<file path="config.mk">
export PLATFORM = sky130hd
export DESIGN_NAME = instr_encoder_loader_flat
export DESIGN_NICKNAME = d
export VERILOG_FILES = /design/src/rtl/instr_encoder_loader_if.sv /design/src/rtl/instr_encoder_loader.sv /design/src/flat_wrapper.sv
export SDC_FILE = /design/constraint.sdc
export NUM_CORES = 1
export LEC_CHECK = 0
export CAP_MARGIN = 30
export CELL_PAD_IN_SITES_DETAIL_PLACEMENT = 0
export CELL_PAD_IN_SITES_GLOBAL_PLACEMENT = 1
export CORE_ASPECT_RATIO = 0.6
export CORE_MARGIN = 4
export CORE_UTILIZATION = 36
export CTS_CLUSTER_DIAMETER = 200
export CTS_CLUSTER_SIZE = 30
export DETAILED_ROUTE_END_ITERATION = 16
export HOLD_SLACK_MARGIN = 0.06
export PLACE_DENSITY = 0.82
export SYNTH_ARGS = -nofsm -noshare
export SYNTH_HDL_FRONTEND = slang
export SYNTH_SLANG_ARGS = --single-unit
</file>
<file path="constraint.sdc">
create_clock -name clk -period 3.74 [get_ports clk]
set_clock_uncertainty 0.05 [all_clocks]
set_input_delay 0.374 -clock clk [delete_from_list [all_inputs] [get_ports clk]]
set_output_delay 0.374 -clock clk [all_outputs]
set_load 0.1 [all_outputs]
</file>
<file path="src/rtl/instr_encoder_loader_if.sv">
// Field-bundle handshake plus instruction-memory write port for the RV32I encoder/loader.
// master = bundle source / memory sink, slave = the loader block.
interface instr_encoder_loader_if #(
  parameter int ADDR_W = 6
);
  logic              in_valid;
  logic              in_ready;
  logic [2:0]        cls;
  logic [2:0]        funct3;
  logic [6:0]        funct7;
  logic [4:0]        rd;
  logic [4:0]        rs1;
  logic [4:0]        rs2;
  logic [11:0]       imm;
  logic              imem_we;
  logic [ADDR_W-1:0] imem_addr;
  logic [31:0]       imem_wdata;

  modport master (
    output in_valid, cls, funct3, funct7, rd, rs1, rs2, imm,
    input  in_ready, imem_we, imem_addr, imem_wdata
  );

  modport slave (
    input  in_valid, cls, funct3, funct7, rd, rs1, rs2, imm,
    output in_ready, imem_we, imem_addr, imem_wdata
  );
endinterface

</file>
<file path="src/rtl/instr_encoder_loader.sv">
// Encodes decoded fields into RV32I words and writes them to imem from BASE_ADDR upward.
// Word appears on the write port one cycle after handshake; in_ready drops during the write cycle (1 word / 2 cycles).
module instr_encoder_loader #(
  parameter int ADDR_W    = 6,
  parameter int BASE_ADDR = 0
) (
  input  logic                        clk,
  input  logic                        rst_n,
  input  logic                        start,
  instr_encoder_loader_if.slave       bus,
  output logic [ADDR_W:0]             count,
  output logic                        busy,
  output logic                        done,
  output logic                        err
);

  typedef enum logic [1:0] {S_IDLE, S_ACCEPT, S_WRITE, S_DONE} state_t;

  localparam logic [6:0] OP_R      = 7'b0110011;
  localparam logic [6:0] OP_LOAD   = 7'b0000011;
  localparam logic [6:0] OP_STORE  = 7'b0100011;
  localparam logic [6:0] OP_BRANCH = 7'b1100011;
  localparam logic [6:0] OP_IALU   = 7'b0010011;

  localparam logic [ADDR_W-1:0] BASE_A  = ADDR_W'(BASE_ADDR);
  localparam logic [ADDR_W:0]   FULL_M1 = (ADDR_W+1)'((1 << ADDR_W) - 1);

  state_t state;

  // Branch imm carries offset[12:1], so imm[11]=bit12, imm[10]=bit11, imm[9:4]=bits10:5, imm[3:0]=bits4:1.
  function automatic logic [31:0] encode(
    input logic [2:0]  c,
    input logic [2:0]  f3,
    input logic [6:0]  f7,
    input logic [4:0]  d,
    input logic [4:0]  s1,
    input logic [4:0]  s2,
    input logic [11:0] im
  );
    logic [31:0] w;
    w = '0;
    case (c)
      3'd0:    w = {f7, s2, s1, f3, d, OP_R};
      3'd1:    w = {im, s1, f3, d, OP_LOAD};
      3'd2:    w = {im[11:5], s2, s1, f3, im[4:0], OP_STORE};
      3'd3:    w = {im[11], im[9:4], s2, s1, f3, im[3:0], im[10], OP_BRANCH};
      3'd4:    w = {im, s1, f3, d, OP_IALU};
      default: w = '0;
    endcase
    return w;
  endfunction

  always_ff @(posedge clk or negedge rst_n) begin
    if (!rst_n) begin
      state          <= S_IDLE;
      bus.in_ready   <= 1'b0;
      bus.imem_we    <= 1'b0;
      bus.imem_addr  <= '0;
      bus.imem_wdata <= '0;
      count          <= '0;
      busy           <= 1'b0;
      done           <= 1'b0;
      err            <= 1'b0;
    end else begin
      case (state)
        S_IDLE, S_DONE: begin
          if (start) begin
            state        <= S_ACCEPT;
            count        <= '0;
            err          <= 1'b0;
            done         <= 1'b0;
            busy         <= 1'b1;
            bus.in_ready <= 1'b1;
          end
        end
        S_ACCEPT: begin
          // in_ready is always high here, so in_valid alone marks a transfer.
          if (bus.in_valid) begin
            case (bus.cls)
              3'd5, 3'd6: err <= 1'b1;
              3'd7: begin
                state        <= S_DONE;
                done         <= 1'b1;
                busy         <= 1'b0;
                bus.in_ready <= 1'b0;
              end
              default: begin
                state          <= S_WRITE;
                bus.in_ready   <= 1'b0;
                bus.imem_we    <= 1'b1;
                bus.imem_addr  <= BASE_A + count[ADDR_W-1:0];
                bus.imem_wdata <= encode(bus.cls, bus.funct3, bus.funct7,
                                         bus.rd, bus.rs1, bus.rs2, bus.imm);
              end
            endcase
          end
        end
        S_WRITE: begin
          bus.imem_we <= 1'b0;
          count       <= count + 1'b1;
          if (count == FULL_M1) begin
            state <= S_DONE;
            done  <= 1'b1;
            busy  <= 1'b0;
          end else begin
            state        <= S_ACCEPT;
            bus.in_ready <= 1'b1;
          end
        end
        default: state <= S_IDLE;
      endcase
    end
  end

endmodule

</file>
<file path="src/flat_wrapper.sv">
// flat-port wrapper written by rule: the top's interface ports become plain ports
module instr_encoder_loader_flat 
#(
  parameter int ADDR_W    = 6,
  parameter int BASE_ADDR = 0
)
  (clk, rst_n, start, count, busy, done, err, bus_in_valid, bus_cls, bus_funct3, bus_funct7, bus_rd, bus_rs1, bus_rs2, bus_imm, bus_in_ready, bus_imem_we, bus_imem_addr, bus_imem_wdata);
  instr_encoder_loader_if #(.ADDR_W(ADDR_W)) bus_i ();
  input  logic clk;
  input  logic rst_n;
  input  logic start;
  output logic [ADDR_W:0] count;
  output logic busy;
  output logic done;
  output logic err;
  input wire logic [$bits(bus_i.in_valid)-1:0] bus_in_valid;
  input wire logic [$bits(bus_i.cls)-1:0] bus_cls;
  input wire logic [$bits(bus_i.funct3)-1:0] bus_funct3;
  input wire logic [$bits(bus_i.funct7)-1:0] bus_funct7;
  input wire logic [$bits(bus_i.rd)-1:0] bus_rd;
  input wire logic [$bits(bus_i.rs1)-1:0] bus_rs1;
  input wire logic [$bits(bus_i.rs2)-1:0] bus_rs2;
  input wire logic [$bits(bus_i.imm)-1:0] bus_imm;
  output wire logic [$bits(bus_i.in_ready)-1:0] bus_in_ready;
  output wire logic [$bits(bus_i.imem_we)-1:0] bus_imem_we;
  output wire logic [$bits(bus_i.imem_addr)-1:0] bus_imem_addr;
  output wire logic [$bits(bus_i.imem_wdata)-1:0] bus_imem_wdata;
  assign bus_i.in_valid = bus_in_valid;
  assign bus_i.cls = bus_cls;
  assign bus_i.funct3 = bus_funct3;
  assign bus_i.funct7 = bus_funct7;
  assign bus_i.rd = bus_rd;
  assign bus_i.rs1 = bus_rs1;
  assign bus_i.rs2 = bus_rs2;
  assign bus_i.imm = bus_imm;
  assign bus_in_ready = bus_i.in_ready;
  assign bus_imem_we = bus_i.imem_we;
  assign bus_imem_addr = bus_i.imem_addr;
  assign bus_imem_wdata = bus_i.imem_wdata;
  instr_encoder_loader #(.ADDR_W(ADDR_W), .BASE_ADDR(BASE_ADDR)) u_core (.clk(clk), .rst_n(rst_n), .start(start), .bus(bus_i), .count(count), .busy(busy), .done(done), .err(err));
endmodule
</file>
== Word level (Yosys, flattened, before mapping) ==
Index checks and enable logic that the tools add are counted.
Storage, ports and cells
  flip-flop bits (word level): 52
  bits of input ports: 44
  output and inout port bits: 50
  word-level logic and storage cells: 73
Operators by class
  $add $sub $neg: 1
  equal/unequal tests: 19
  muxes and demuxes: 28
  bitwise gates (word level): 1
  reduce and logical (&&, ||, !) cells: 15
Operators with widths (number)
  one-hot mux 32 bit (5 select lines): 1
  two-way mux 1 bit: 15
  one-hot mux 7 bit (2 select lines): 1
  == test 3 bit (second input constant): 4
  AND reduction 4 bit: 3
  != test 2 bit (second input constant): 5
  one-hot mux 1 bit (3 select lines): 3
  AND reduction 3 bit: 3
  adder 7 x 1 -> 7 bit (second input constant): 1
  == test 7 x 6 -> 1 bit (second input constant): 1
  two-way mux 7 bit: 1
  == test 3 x 2 -> 1 bit (second input constant): 2
  two-way mux 2 bit: 3
  != test 2 x 1 -> 1 bit (second input constant): 3
  one-hot mux 2 bit (3 select lines): 1
  nonzero test 2 bit: 3
  == test 2 bit (second input constant): 2
  one-hot mux 1 bit (2 select lines): 2
  one-hot mux 2 bit (2 select lines): 1
  OR reduction 2 bit: 2
  == test 3 x 1 -> 1 bit (second input constant): 1
  zero test 3 bit: 1
  OR reduction 3 bit: 1
  == test 2 x 1 -> 1 bit (second input constant): 1
  other kinds (3): 3

== Longest topological paths before layout ==
  depth in word-level cells: 5
  mapped depth: 8
  depth with buffers taken out: 6

== Least setup slack after synthesis ==
OpenSTA, ideal clock, no wires.
  path kind: flip-flop to flip-flop
  start point: register u_core.count[0]
  end point: register u_core.busy
  library setup time: 0.125 ns
  arrival: 2.164 ns
  data required time: 3.565 ns
  setup slack: 1.401 ns
  cell stages (with the launch flop): 6
  buffers on the path: 0
  period minus slack after synthesis: 2.339 ns
  path through: dfrtp_1 > ha_1 > nand3_4 > o31ai_4 > nand4_2 > mux2_4
On the way
  longest elaborated chain between the ends: 3
RTL lines
  start, declared: line instr_encoder_loader.sv:11  | output logic [ADDR_W:0] count,
  start signal, assigned: line instr_encoder_loader.sv:100  | count <= count + 1'b1;
  == test 7 x 6 -> 1 bit: line instr_encoder_loader.sv:101  | if (count == FULL_M1) begin
  != test 2 x 1 -> 1 bit (no source line)
  AND reduction 4 bit (no source line)
  end signal, assigned: line instr_encoder_loader.sv:72  | busy <= 1'b1;
  end signal, assigned: line instr_encoder_loader.sv:84  | busy <= 1'b0;
  end signal, assigned: line instr_encoder_loader.sv:104  | busy <= 1'b0;
  end, declared: line instr_encoder_loader.sv:12  | output logic busy,
No other way between the ends.
A chain may end at the register's enable or synchronous reset.

== Final worst setup path ==
  start point: register u_core.count[2]
  end point: output port count[2]
RTL lines
  end, declared: line flat_wrapper.sv:12  | output logic [ADDR_W:0] count;
No word-level cell between the ends.

==> results.sh <==
export IMPL_period_needed_ns=2.41
export IMPL_drt_wl_total_mm=6.53
export IMPL_drive_above_1_share_pct=11.1
export IMPL_grtUsageTotal_pct=16.1
export IMPL_die_x_um=117
export IMPL_hold_path_class="in -> async"
export IMPL_ys_flop_type="dfrtp_1"
export IMPL_fin_area_um2=3700
export IMPL_area_delta_synth_final_pct=43.8
export IMPL_grt_max_degree=50
export IMPL_rsz0062_at_grt="no"
export IMPL_synth_top_family_by_area="compound AO/OA/AOI/OAI gates"
export IMPL_rows=23
export IMPL_seq_area_frac_synth_pct=47.7
export IMPL_tightest_slew_ns=0.993
export IMPL_drtIter0Drc=126
export IMPL_overflow=0
export IMPL_cp_max_fo=6
export IMPL_max_freq_mhz=416
export IMPL_htreeDepth=2
export IMPL_reg2reg_to="u_core.bus.imem_wdata[7]$_DFFE_PN0P_"
export IMPL_grt_pass1_vias=2176
export IMPL_fin_crit_sh_pct=64.3
export IMPL_critPathCaptureType="primary output"
export IMPL_cp_slowest_cell="clkdlybuf4s50_1"
export IMPL_start_kind="flip-flop"
export IMPL_clock_sinks=49
export IMPL_dieHeight_um=73.5
export IMPL_setup_viol=0
export IMPL_grt_antenna_before_repair=0
export IMPL_synthXorXnorAreaFrac_pct=1.02
export IMPL_critPathArrivalTime_ns=1.98
export IMPL_cts_root_buf="clkbuf_16"
export IMPL_final_common_cell="clkdlybuf4s50_1"
export IMPL_synthSimpleGateAreaFrac_pct=13.8
export IMPL_final_nets=378
export IMPL_slew_headroom_pct=33.6
export IMPL_synthMuxAreaShare_pct=14.5
export IMPL_run_status="completed"
export IMPL_hold_ws_ns=0.126
export IMPL_clkTransAtPathRegs_ns=0.07
export IMPL_detail_route_vias_per_cell=5.02
export IMPL_nFillCells=623
export IMPL_ys_ff_latch=49
export IMPL_wire_per_inst_um=15.6
export IMPL_maxCapViolCount=0
export IMPL_async_flop_share_pct=100
export IMPL_portBuffers=91
export IMPL_floorplan_initialDensity_pct=37.9
export IMPL_yosys_warnings=0
export IMPL_design_core_area_um2=6790
export IMPL_slew_viol_final=0
export IMPL_setup_tns_final_ns=0
export IMPL_clockBufferDepth=2
export IMPL_r2r_slack_ns=1.52
export IMPL_rr_worst_depth=6
export IMPL_cts_hold_repair_buffers=0
export IMPL_diodes=0
export IMPL_die_area_um2=8600
export IMPL_via_count=2103
export IMPL_place_congestion=0.730
export IMPL_cp_required_ns=3.32
export IMPL_path_cells="clkdlybuf4s50_1"
export IMPL_clk_latency_ns=0.28
export IMPL_cp_num_buf_inv=1
export IMPL_ant_nets=0
export IMPL_reg2reg_from="u_core.state[1]$_DFFE_PN0P_"
export IMPL_grt_pass1_wl_mm=10.9
export IMPL_hold_viol=0
export IMPL_syn_area_per_cell_um2=10.5
export IMPL_io_pins=94
export IMPL_crit_family="buffers and inverters"
export IMPL_netlist_area_um2=2570
export IMPL_cts_resized=0
export IMPL_dpl_hpwl_mm=4.90
export IMPL_drc=0
export IMPL_synth_compound_area_share_pct=16.8
export IMPL_cts_tree="yes"
export IMPL_netlist_instances=245
export IMPL_synth_edff_count=0
export IMPL_drt_pass1_iter_count=4
export IMPL_setup_ws_ns=1.33
export IMPL_cts_inserted_buffers=5
export IMPL_worst_setup_path_type="reg -> out"
export IMPL_postCtsSetupRepairBufs=0
export IMPL_layout_common_cells="90 x clkdlybuf4s50_1, 49 x dfrtp_1, 37 x nand2_1"
export IMPL_slowest_delay_ns=1.19
export IMPL_ys_types=44
export IMPL_place_area_um2=3530
export IMPL_synthAdderAreaFrac_pct=1.46
export IMPL_pre_cts_ws_ns=1.18
## cells by family after synthesis
logic type,count (synthesis)
muxes,35
other,1
DFF,49
and+or+nand+nor,71
AOI/OAI and AO/OA,61
buffers and inverters,22
xor gates and xnor gates,3
adders and majority gates,3
## cell usage after synthesis, types with 2 or more instances
cell type  instances  area [µm²]
inv_1              4        15.0
buf_4              6        45.0
xnor2_1            3        26.3
ha_1               3        37.5
nand2_1           37         139
or3_1              2        12.5
buf_2              9        45.0
a31oi_1            4        25.0
nor2_1             9        33.8
a22o_1             7        61.3
a21oi_1            5        25.0
mux2i_1           20         200
or2_2              2        12.5
nor2b_1            3        18.8
a21o_1             6        45.0
o22ai_1            4        25.0
dfrtp_1           49        1230
nand3_1            2        10.0
mux2_2            14         158
o31ai_1            4        30.0
nor3_1             4        20.0
nand2b_1           4        25.0
clkbuf_1           3        11.3
o211ai_1           2        15.0
o21ai_0           16        80.1
o2111ai_1          5        43.8
## sequential cells by signal, summed over array words and instances, names as in the netlist
signal and count:
u_core.err 1, u_core.bus.imem_we 1, u_core.bus.in_ready 1, u_core.state 2
u_core.done 1, u_core.count 7, u_core.busy 1, u_core.bus.imem_addr 6
u_core.bus.imem_wdata 29
## worst max-delay path by stage
stage | from | to | slack [ns] | cells past startpoint
finish | u_core.count[2]$_DFFE_PN0P_ | count[2] | 1.33 | 1
detailed placement | bus_cls[1] | u_core.bus.imem_wdata[11]$_DFFE_PN0P_ | 1.18 | 7
floorplan | u_core.count[0]$_DFFE_PN0P_ | u_core.busy$_DFFE_PN0P_ | 1.40 | 5
CTS | u_core.count[2]$_DFFE_PN0P_ | count[2] | 1.32 | 1
global route | u_core.state[1]$_DFFE_PN0P_ | u_core.bus.imem_wdata[29]$_DFFE_PN0P_ | 1.22 | 5
global placement | bus_cls[1] | u_core.bus.imem_wdata[11]$_DFFE_PN0P_ | 1.23 | 7
## through the flow
step                      instances  utilization [%]
after floorplan                 246                -
after global placement          411             51.9
after detailed placement        411             51.9
after CTS                       419             54.4
after global routing            419             54.4
final                           419             54.4
## routing by layer
layer / up-vias / GRT usage (%) / wire (µm)
li1: 1053 / - / -
met1: 988 / 23.8 / 3360
met2: 60 / 23.5 / 2640
met3: 2 / 5.35 / 526
met4: 0 / 1.91 / 10
met5: - / 0 / 0
## cell type report
type,count,area [µm²],area share (%)
clock buffers,5,125,3.38
clock inverters,3,46.3,1.25
inverters,4,15.0,0.406
multi-input cells,175,1230,33.3
flip-flops and latches,49,1230,33.2
well taps,87,109,2.94
repair buffers,96,943,25.5
Power is not shown: default switching activity piles up to over one toggle a cycle in this logic, so the estimate is an artifact.
